## src/rtl/cmd_resp_receiver_pkg.sv

```systemverilog
// Shared definitions for the SD CMD response receiver: FSM states, frame
// lengths and the CRC7 coverage window.
package cmd_resp_receiver_pkg;

    typedef enum logic [2:0] {
        ST_IDLE,
        ST_WAIT_START,
        ST_RECEIVE,
        ST_CHECK,
        ST_HOLD
    } rx_state_t;

    localparam int R_SHORT_LEN = 48;
    localparam int R_LONG_LEN  = 136;

    localparam logic [6:0] CRC7_POLY = 7'h09;

    // CRC coverage as frame-bit positions, position 0 being the end bit
    localparam int CRC_SHORT_HI = 47;
    localparam int CRC_LONG_HI  = 127;
    localparam int CRC_LO       = 8;

endpackage

```

## src/rtl/cmd_resp_receiver_if.sv

```systemverilog
// Controller-side bundle of the CMD response receiver: arm/config inputs,
// serial pin, and the strobe/ack result handshake.
interface cmd_resp_receiver_if
    import cmd_resp_receiver_pkg::*;
#(
    parameter int LONG_BITS = R_LONG_LEN,
    parameter int TMO_W     = 8
);
    logic                 start;
    logic                 long_resp;
    logic                 crc_en;
    logic [TMO_W-1:0]     timeout_cycles;
    logic                 cmd_pin;
    logic                 ack_in;
    logic [LONG_BITS-1:0] response;
    logic                 strobe_out;
    logic                 busy;
    logic                 timeout_err;
    logic                 crc_err;
    logic                 frame_err;

    modport master (
        output start, long_resp, crc_en, timeout_cycles, cmd_pin, ack_in,
        input  response, strobe_out, busy, timeout_err, crc_err, frame_err
    );

    modport slave (
        input  start, long_resp, crc_en, timeout_cycles, cmd_pin, ack_in,
        output response, strobe_out, busy, timeout_err, crc_err, frame_err
    );
endinterface

```

## src/rtl/cmd_resp_receiver_crc7.sv

```systemverilog
// Bit-serial CRC7 (x^7 + x^3 + 1); shared with the command transmit path.
module crc7_serial
    import cmd_resp_receiver_pkg::*;
(
    input  logic       sd_clock,
    input  logic       reset,
    input  logic       clear,
    input  logic       enable,
    input  logic       bit_in,
    output logic [6:0] crc
);
    logic fb;

    assign fb = crc[6] ^ bit_in;

    always_ff @(posedge sd_clock or posedge reset) begin
        if (reset)
            crc <= '0;
        else if (clear)
            crc <= '0;
        else if (enable)
            crc <= {crc[5:0], 1'b0} ^ (fb ? CRC7_POLY : 7'h00);
    end
endmodule

```

## src/rtl/cmd_resp_receiver.sv

```systemverilog
// SD CMD-line response receiver: waits for the start bit, shifts in a short or
// long frame, checks CRC7 and framing, then holds the result until acked.
module cmd_resp_receiver
    import cmd_resp_receiver_pkg::*;
#(
    parameter int LONG_BITS  = R_LONG_LEN,
    parameter int SHORT_BITS = R_SHORT_LEN,
    parameter int TMO_W      = 8
) (
    input  logic               sd_clock,
    input  logic               reset,
    cmd_resp_receiver_if.slave bus
);
    localparam int CW       = $clog2(LONG_BITS + 1);
    localparam int SHORT_HI = SHORT_BITS - (R_SHORT_LEN - CRC_SHORT_HI);
    localparam int LONG_HI  = LONG_BITS - (R_LONG_LEN - CRC_LONG_HI);

    rx_state_t        state;
    logic             long_q;
    logic             crc_en_q;
    logic [TMO_W-1:0] tmo_q;
    logic [TMO_W-1:0] wait_cnt;
    logic [TMO_W-1:0] wait_inc;
    logic [CW-1:0]    bit_cnt;
    logic [CW-1:0]    n_bits;
    logic [CW-1:0]    pos;
    logic [CW-1:0]    txb_idx;
    logic [6:0]       crc;
    logic             crc_clr;
    logic             crc_upd;
    logic             crc_cov;

    assign n_bits  = long_q ? CW'(LONG_BITS) : CW'(SHORT_BITS);
    assign txb_idx = n_bits - CW'(2);
    // Frame position of the bit being sampled this cycle in RECEIVE
    assign pos     = n_bits - bit_cnt - CW'(1);
    assign crc_cov = (pos >= CW'(CRC_LO)) &&
                     (pos <= (long_q ? CW'(LONG_HI) : CW'(SHORT_HI)));

    // The start bit is a 0 into a cleared register, so clearing on it is
    // equivalent to feeding it through the CRC.
    assign crc_clr = ((state == ST_IDLE) && bus.start) ||
                     ((state == ST_WAIT_START) && !bus.cmd_pin);
    assign crc_upd = (state == ST_RECEIVE) && (bit_cnt != n_bits) && crc_cov;

    assign wait_inc = (wait_cnt == '1) ? wait_cnt : wait_cnt + TMO_W'(1);

    crc7_serial u_crc (
        .sd_clock (sd_clock),
        .reset    (reset),
        .clear    (crc_clr),
        .enable   (crc_upd),
        .bit_in   (bus.cmd_pin),
        .crc      (crc)
    );

    always_ff @(posedge sd_clock or posedge reset) begin
        if (reset) begin
            state           <= ST_IDLE;
            long_q          <= 1'b0;
            crc_en_q        <= 1'b0;
            tmo_q           <= '0;
            wait_cnt        <= '0;
            bit_cnt         <= '0;
            bus.response    <= '0;
            bus.strobe_out  <= 1'b0;
            bus.busy        <= 1'b0;
            bus.timeout_err <= 1'b0;
            bus.crc_err     <= 1'b0;
            bus.frame_err   <= 1'b0;
        end else begin
            case (state)
                ST_IDLE: begin
                    if (bus.start) begin
                        long_q          <= bus.long_resp;
                        crc_en_q        <= bus.crc_en;
                        tmo_q           <= bus.timeout_cycles;
                        wait_cnt        <= '0;
                        bit_cnt         <= '0;
                        bus.response    <= '0;
                        bus.timeout_err <= 1'b0;
                        bus.crc_err     <= 1'b0;
                        bus.frame_err   <= 1'b0;
                        bus.busy        <= 1'b1;
                        state           <= ST_WAIT_START;
                    end
                end
                ST_WAIT_START: begin
                    // A start bit in the expiry cycle takes priority
                    if (!bus.cmd_pin) begin
                        bus.response <= {bus.response[LONG_BITS-2:0], 1'b0};
                        bit_cnt      <= CW'(1);
                        state        <= ST_RECEIVE;
                    end else begin
                        wait_cnt <= wait_inc;
                        if ((tmo_q != '0) && (wait_inc == tmo_q)) begin
                            bus.timeout_err <= 1'b1;
                            bus.strobe_out  <= 1'b1;
                            state           <= ST_HOLD;
                        end
                    end
                end
                ST_RECEIVE: begin
                    if (bit_cnt == n_bits) begin
                        state <= ST_CHECK;
                    end else begin
                        bus.response <= {bus.response[LONG_BITS-2:0], bus.cmd_pin};
                        bit_cnt      <= bit_cnt + CW'(1);
                    end
                end
                ST_CHECK: begin
                    bus.crc_err    <= crc_en_q && (crc != bus.response[7:1]);
                    bus.frame_err  <= !bus.response[0] || bus.response[txb_idx];
                    bus.strobe_out <= 1'b1;
                    state          <= ST_HOLD;
                end
                ST_HOLD: begin
                    if (bus.ack_in) begin
                        bus.strobe_out <= 1'b0;
                        bus.busy       <= 1'b0;
                        state          <= ST_IDLE;
                    end
                end
                default: state <= ST_IDLE;
            endcase
        end
    end
endmodule

```

## src/flat_wrapper.sv

```systemverilog
// flat-port wrapper written by rule: the top's interface ports become plain ports
module cmd_resp_receiver_flat import cmd_resp_receiver_pkg::*;
#(
    parameter int LONG_BITS  = R_LONG_LEN,
    parameter int SHORT_BITS = R_SHORT_LEN,
    parameter int TMO_W      = 8
)
  (sd_clock, reset, bus_start, bus_long_resp, bus_crc_en, bus_timeout_cycles, bus_cmd_pin, bus_ack_in, bus_response, bus_strobe_out, bus_busy, bus_timeout_err, bus_crc_err, bus_frame_err);
  cmd_resp_receiver_if #(.LONG_BITS(LONG_BITS), .TMO_W(TMO_W)) bus_i ();
  input  logic sd_clock;
  input  logic reset;
  input wire logic [$bits(bus_i.start)-1:0] bus_start;
  input wire logic [$bits(bus_i.long_resp)-1:0] bus_long_resp;
  input wire logic [$bits(bus_i.crc_en)-1:0] bus_crc_en;
  input wire logic [$bits(bus_i.timeout_cycles)-1:0] bus_timeout_cycles;
  input wire logic [$bits(bus_i.cmd_pin)-1:0] bus_cmd_pin;
  input wire logic [$bits(bus_i.ack_in)-1:0] bus_ack_in;
  output wire logic [$bits(bus_i.response)-1:0] bus_response;
  output wire logic [$bits(bus_i.strobe_out)-1:0] bus_strobe_out;
  output wire logic [$bits(bus_i.busy)-1:0] bus_busy;
  output wire logic [$bits(bus_i.timeout_err)-1:0] bus_timeout_err;
  output wire logic [$bits(bus_i.crc_err)-1:0] bus_crc_err;
  output wire logic [$bits(bus_i.frame_err)-1:0] bus_frame_err;
  assign bus_i.start = bus_start;
  assign bus_i.long_resp = bus_long_resp;
  assign bus_i.crc_en = bus_crc_en;
  assign bus_i.timeout_cycles = bus_timeout_cycles;
  assign bus_i.cmd_pin = bus_cmd_pin;
  assign bus_i.ack_in = bus_ack_in;
  assign bus_response = bus_i.response;
  assign bus_strobe_out = bus_i.strobe_out;
  assign bus_busy = bus_i.busy;
  assign bus_timeout_err = bus_i.timeout_err;
  assign bus_crc_err = bus_i.crc_err;
  assign bus_frame_err = bus_i.frame_err;
  cmd_resp_receiver #(.LONG_BITS(LONG_BITS), .SHORT_BITS(SHORT_BITS), .TMO_W(TMO_W)) u_core (.sd_clock(sd_clock), .reset(reset), .bus(bus_i));
endmodule
```

## config.mk

```make
export PLATFORM = sky130hd
export DESIGN_NAME = cmd_resp_receiver_flat
export DESIGN_NICKNAME = d
export VERILOG_FILES = /design/src/rtl/cmd_resp_receiver_pkg.sv /design/src/rtl/cmd_resp_receiver_if.sv /design/src/rtl/cmd_resp_receiver_crc7.sv /design/src/rtl/cmd_resp_receiver.sv /design/src/flat_wrapper.sv
export SDC_FILE = /design/constraint.sdc
export NUM_CORES = 1
export LEC_CHECK = 0
export ABC_AREA = 1
export CAP_MARGIN = 0
export CORE_MARGIN = 2
export CORE_UTILIZATION = 57
export CTS_BUF_LIST = sky130_fd_sc_hd__clkbuf_8
export DETAILED_ROUTE_END_ITERATION = 10
export GPL_TIMING_DRIVEN = 0
export PLACE_DENSITY = 0.88
export SLEW_MARGIN = 20
export SYNTH_ARGS = -nofsm -noshare
export SYNTH_HDL_FRONTEND = slang
export SYNTH_HIERARCHICAL = 1
export SYNTH_SLANG_ARGS = --single-unit
```

## constraint.sdc

```tcl
create_clock -name sd_clock -period 15.51 [get_ports sd_clock]
set_input_delay 3.102 -clock sd_clock [delete_from_list [all_inputs] [get_ports sd_clock]]
set_output_delay 3.102 -clock sd_clock [all_outputs]
set_load 0.01 [all_outputs]
```

## After elaboration in Yosys (flattened, before gate mapping)

Cells that the tools add are included.

| storage, ports and cells | value |
|---|---|
| bits in registers | 177 |
| input port bits | 15 |
| output and inout bits | 141 |

| cells by class | value |
|---|---|
| add/sub/neg operators | 5 |
| $lt $le $gt $ge | 3 |
| eq/ne operators | 17 |
| mux-type cells | 34 |
| bitwise logic cells | 2 |
| reduce and logical (&&, ||, !) cells | 27 |

Operators with widths:

| operator | count |
|---|---|
| two-way mux 136 bit | 3 |
| case mux 136 bit (3 select lines) | 1 |
| two-way mux 8 bit | 6 |
| case mux 8 bit (3 select lines) | 1 |
| two-way mux 7 bit | 3 |
| adder 8 x 1 -> 8 bit (second input constant) | 2 |
| equality test 8 bit | 2 |
| case mux 8 bit (2 select lines) | 1 |
| AND reduction 4 bit | 4 |
| two-way mux 3 bit | 5 |
| case mux 3 bit (5 select lines) | 1 |
| inequality test 2 bit (second input constant) | 7 |
| < comparator 8 x 9 -> 1 bit (second input constant) | 1 |
| binary-select mux 1 bit (select 8 bit) | 1 |
| equality test 8 bit (second input constant) | 1 |
| greater-or-equal comparator 8 x 4 -> 1 bit (second input constant) | 1 |
| less-or-equal comparator 8 bit | 1 |
| inequality test 8 bit | 1 |
| case mux 1 bit (2 select lines) | 4 |
| nonzero test 2 bit | 4 |
| nonzero test 8 bit | 1 |
| subtractor 8 x 1 -> 8 bit (second input constant) | 1 |
| subtractor 8 x 2 -> 8 bit (second input constant) | 1 |
| subtractor 8 bit | 1 |
| 17 further kinds | 34 |

## Logic depth before layout (Yosys ltp)

| logic depth | value |
|---|---|
| depth after elaboration | 8 |
| depth in mapped cells | 15 |
| depth with buffers taken out | 14 |

## Cells and area by module

Netlist, hierarchy kept.

Modules (own cells, without submodules):

| module | instances | cells an instance | area an instance (um2) |
|---|---|---|---|
| cmd_resp_receiver | 1 | 748 | 7,146.9 |
| crc7_serial | 1 | 39 | 321.6 |

## Worst setup path before layout

No wires, ideal clock.

| timing path | value |
|---|---|
| path type | input port to flip-flop |
| start point | input port bus_start |
| end point | register u_core.bus.response[100] |
| library setup time | 0.138 ns |
| arrival | 4.105 ns |
| data required time | 15.372 ns |
| slack | 11.267 ns |
| stages | 6 |
| path through | nand3b_1 -> nand2_1 -> a21oi_4 -> clkbuf_1 -> buf_2 -> o22ai_1 |

| on the way | value |
|---|---|
| cells in the longest elaborated chain, start to end | 2 |

RTL lines:

| element | RTL line | text |
|---|---|---|
| start: declaration | flat_wrapper.sv:12 | `input wire logic [$bits(bus_i.start)-1:0] bus_start;` |
| inequality test 2 bit (no line) | n/a |  |
| AND reduction 4 bit (no line) | n/a |  |
| end signal: assignment | cmd_resp_receiver.sv:91 | `bus.response <= {bus.response[LONG_BITS-2:0], 1'b0};` |
| end signal: assignment | cmd_resp_receiver.sv:107 | `bus.response <= {bus.response[LONG_BITS-2:0], bus.cmd_pin};` |
| end: declaration | cmd_resp_receiver_if.sv:29 | `output response, strobe_out, busy, timeout_err, crc_err, frame_err` |

No other way between the ends.
A chain may end at the register's enable or synchronous reset.

## Worst setup path in the final report

| timing path | value |
|---|---|
| start point | input port bus_cmd_pin |
| end point | register u_core.bus.response[126] |

| on the way | value |
|---|---|
| cells in the longest elaborated chain, start to end | 2 |

RTL lines:

| element | RTL line | text |
|---|---|---|
| start: declaration | flat_wrapper.sv:16 | `input wire logic [$bits(bus_i.cmd_pin)-1:0] bus_cmd_pin;` |
| inequality test 2 bit (no line) | n/a |  |
| AND reduction 4 bit (no line) | n/a |  |

No other way between the ends.

==> impl_metrics.json <==
{
  "grt-busiest-layer": "met2",
  "start_util": 0.587,
  "cts_tree": "done",
  "cts_sinks": 177,
  "hold_path_depth": 2,
  "slew_viol_final": 0,
  "drive_above_1_share": 0.0667,
  "dpl.cell_count": 1115,
  "portBuffers": 155,
  "max_freq_mhz": 200,
  "syn_inst": 787,
  "antenna_found_initial": 0,
  "min_to": "u_core/bus.response[135]",
  "path_common_cell": "nand2_1",
  "root_buffer": "clkbuf_8",
  "die_h_um": 118,
  "num_rows": 41,
  "cp_cell_sequence": "clkdlybuf4s50_1, nand2_1, nand2_1, a21oi_4, clkbuf_1, buf_2, o22ai_1",
  "final_nets": 986,
  "post-cts-setup-buffers": 0,
  "ys.warnings.count": 6,
  "grt.met1_usage": 0.333,
  "grt.total_usage": 0.266,
  "utilization": 0.762,
  "regArea_sq_mm": 0.00443,
  "rsz0062_at_grt": "no",
  "die_w_um": 118,
  "diodes": 0,
  "firstDrtPassIters": 5,
  "place_area_sq_mm": 0.00927,
  "ys_seq_elements": 177,
  "worstPathMaxFanout": 10,
  "r2r_end": "u_core/u_crc/crc[6]",
  "rr_worst_depth": 13,
  "globalRouteOverflowTotal": 0,
  "regToRegStartpoint": "u_core/long_q",
  "synth_area_sq_mm": 0.00747,
  "use_met2": 0.445,
  "power_density_mw_per_mm2": 132,
  "design_area_sq_mm": 0.00969,
  "end_kind": "register",
  "worstHoldStart": "u_core/bus.response[135]",
  "coreArea_sq_mm": 0.0127,
  "period_minus_slack_ns": 4.99,
  "dp_slack_ns": 10.08,
  "hold_ws_ns": 0.501,
  "vias": 6201,
  "grt.met3_usage": 0.0864,
  "dp_hpwl_mm": 12.7,
  "final_cells": 1146,
  "p_leak_nw": 4.23,
  "hold_buffers": 0,
  "clk_pin_slew_ns": 0.08,
  "grt_pass1_wl_mm": 30.0,
  "slowest_stage": "clkdlybuf4s50_1",
  "syn-num-nets": 811,
  "regToRegSetupSlack_ns": 12.17,
  "vias_per_cell": 5.41,
  "worst_pin_slew_ns": 0.924,
  "peakVddDrop_mv": 0.0871,
  "avgSynthCellArea_sq_um": 9.49,
  "ctsResizeCount": 0,
  "die_area_sq_mm": 0.0140,
  "min_path_type": "register to register",
  "areaGrowthSynthToFinish_pct": 29.8,
  "cts_made_buffers": 17,
  "ios": 156,
  "status": "complete, no violations",
  "slowest_delay_ns": 0.54,
  "power_mw": 1.28,
  "multi_input_area_sq_mm": 0.00219,
  "max-slew-margin-rel": 0.378,
  "fin_worst_skew_ns": 0.0120,
  "start_kind": "input pin",
  "period_share": 0.322,
  "drc": 0,
  "cap_viol_max_count": 0,
  "drt_iter0_drc": 573,
  "grt_start_max_net_pins": 88,
  "worst-setup-path-type": "input pin to register",
  "setup_ws_ns": 10.52,
  "totalWireLength_mm": 17.9,
  "yosysUniqueCellTypes": 31,
  "clock_path_buffers": 2,
  "wl_per_cell_um": 15.6,
  "worstSkewPairLatency_ns": 0.45,
  "fillCellCount": 876,
  "finalHoldViolations": 0,
  "htreeDepth": 4,
  "cp.arrival_ns": 5.29,
  "ant_nets": 0,
  "grt_pass1_vias": 6192,
  "critical_path_required_ns": 15.81,
  "setup_viol": 0,
  "yosysSeqAreaShare": 0.593,
  "finalSetupTns_ns": 0,
  "place.gp.congestion": 0.891
}
placed cells by master, fill, tap and decap left out, types with 17 or more instances in the layout:
cell type	instances
inv_1	182
dfrtp_1	177
clkdlybuf4s50_1	155
o22ai_1	139
nand2_1	98
nand3_1	42
o21ai_0	25
nor2_1	21
clkbuf_8	19
clkbuf_1	17
worst max-delay path by stage:
stage / startpoint / end / slack (ns) / cells past startpoint
after global routing: bus_cmd_pin / u_core/bus.response[118] / 10.47 / 7
final: bus_cmd_pin / u_core/bus.response[126] / 10.52 / 7
after CTS: bus_cmd_pin / u_core/bus.response[132] / 10.56 / 7
after global placement: reset / u_core/bus.response[68] / 5.77 / 2
after floorplan: reset / u_core/bit_cnt[0] / 7.80 / 1
after detailed placement: bus_cmd_pin / u_core/bus.response[132] / 10.08 / 7
worst max-delay path, delay by kind of cell:
family | cells | cell delay (ns)
compound gates | 2 | 0.42
buf+inv | 3 | 1.37
simple gates | 2 | 0.37
cell families after synthesis:
| kind of cell | after synthesis | synth area share |
|---|---|---|
| buf+inv | 220 | 0.114 |
| simple gates | 184 | 0.109 |
| compound gates | 181 | 0.150 |
| flops | 177 | 0.593 |
| xor+xnor | 16 | 0.0188 |
| fa+ha+maj | 9 | 0.0161 |
power breakdown:
group / leakage [nW] / switching, mW / internal [mW] / total (mW)
registers: 2.44 / 0.0242 / 0.490 / 0.514
clock network: 0.214 / 0.160 / 0.168 / 0.328
logic: 1.57 / 0.309 / 0.128 / 0.437
total: 4.23 / 0.493 / 0.785 / 1.28
flip-flops by register name, indices dropped and copies added, names as in the netlist:
name and cells:
u_core/u_crc/crc 7, u_core/tmo_q 8, u_core/bus.busy 1, u_core/bit_cnt 8
u_core/crc_en_q 1, u_core/bus.timeout_err 1, u_core/long_q 1, u_core/bus.strobe_out 1
u_core/bus.response 136, u_core/wait_cnt 8, u_core/bus.frame_err 1, u_core/bus.crc_err 1
u_core/state 3
per-layer routing:
layer / up-vias / share of wire
met2: 245 / 0.50
met1: 2995 / 0.40
li1: 2934 / -
met3: 27 / 0.081
met4: 0 / 0.016
met5: - / 0
cell type report:
cell class	count	share of cell area
buffer	33	0.0151
clock buffer	19	0.0270
clock inverter	12	0.0164
inverter	187	0.0732
multi-input combinational	390	0.226
sequential	177	0.457
tap	172	0.0222
timing repair buffer	156	0.163
cell usage after synthesis:
library cell | count | area (sq um)
or2_2 | 5 | 31.3
nand4_1 | 5 | 31.3
nor2_4 | 2 | 22.5
nand3b_1 | 2 | 15.0
o21ai_2 | 2 | 17.5
clkbuf_1 | 17 | 63.8
xnor2_1 | 6 | 52.6
o32a_1 | 1 | 10.0
inv_1 | 182 | 683
o21ai_1 | 4 | 20.0
o21ai_0 | 25 | 125
nor2_1 | 21 | 78.8
nand2_1 | 98 | 368
dfrtp_1 | 177 | 4430
ha_1 | 8 | 100
o22ai_1 | 139 | 870
a21o_1 | 1 | 7.51
buf_4 | 1 | 7.51
nor2_2 | 1 | 6.26
buf_2 | 15 | 75.1
nor3_1 | 3 | 15.0
a22o_1 | 1 | 8.76
a21oi_4 | 1 | 16.3
nand3_1 | 42 | 210
inv_2 | 5 | 18.8
nor4_1 | 4 | 25.0
o31ai_1 | 3 | 22.5
xor2_1 | 10 | 87.6
fa_1 | 1 | 20.0
nor3_2 | 1 | 10.0
a21oi_1 | 4 | 20.0
Power figures use the tool's default switching activity.
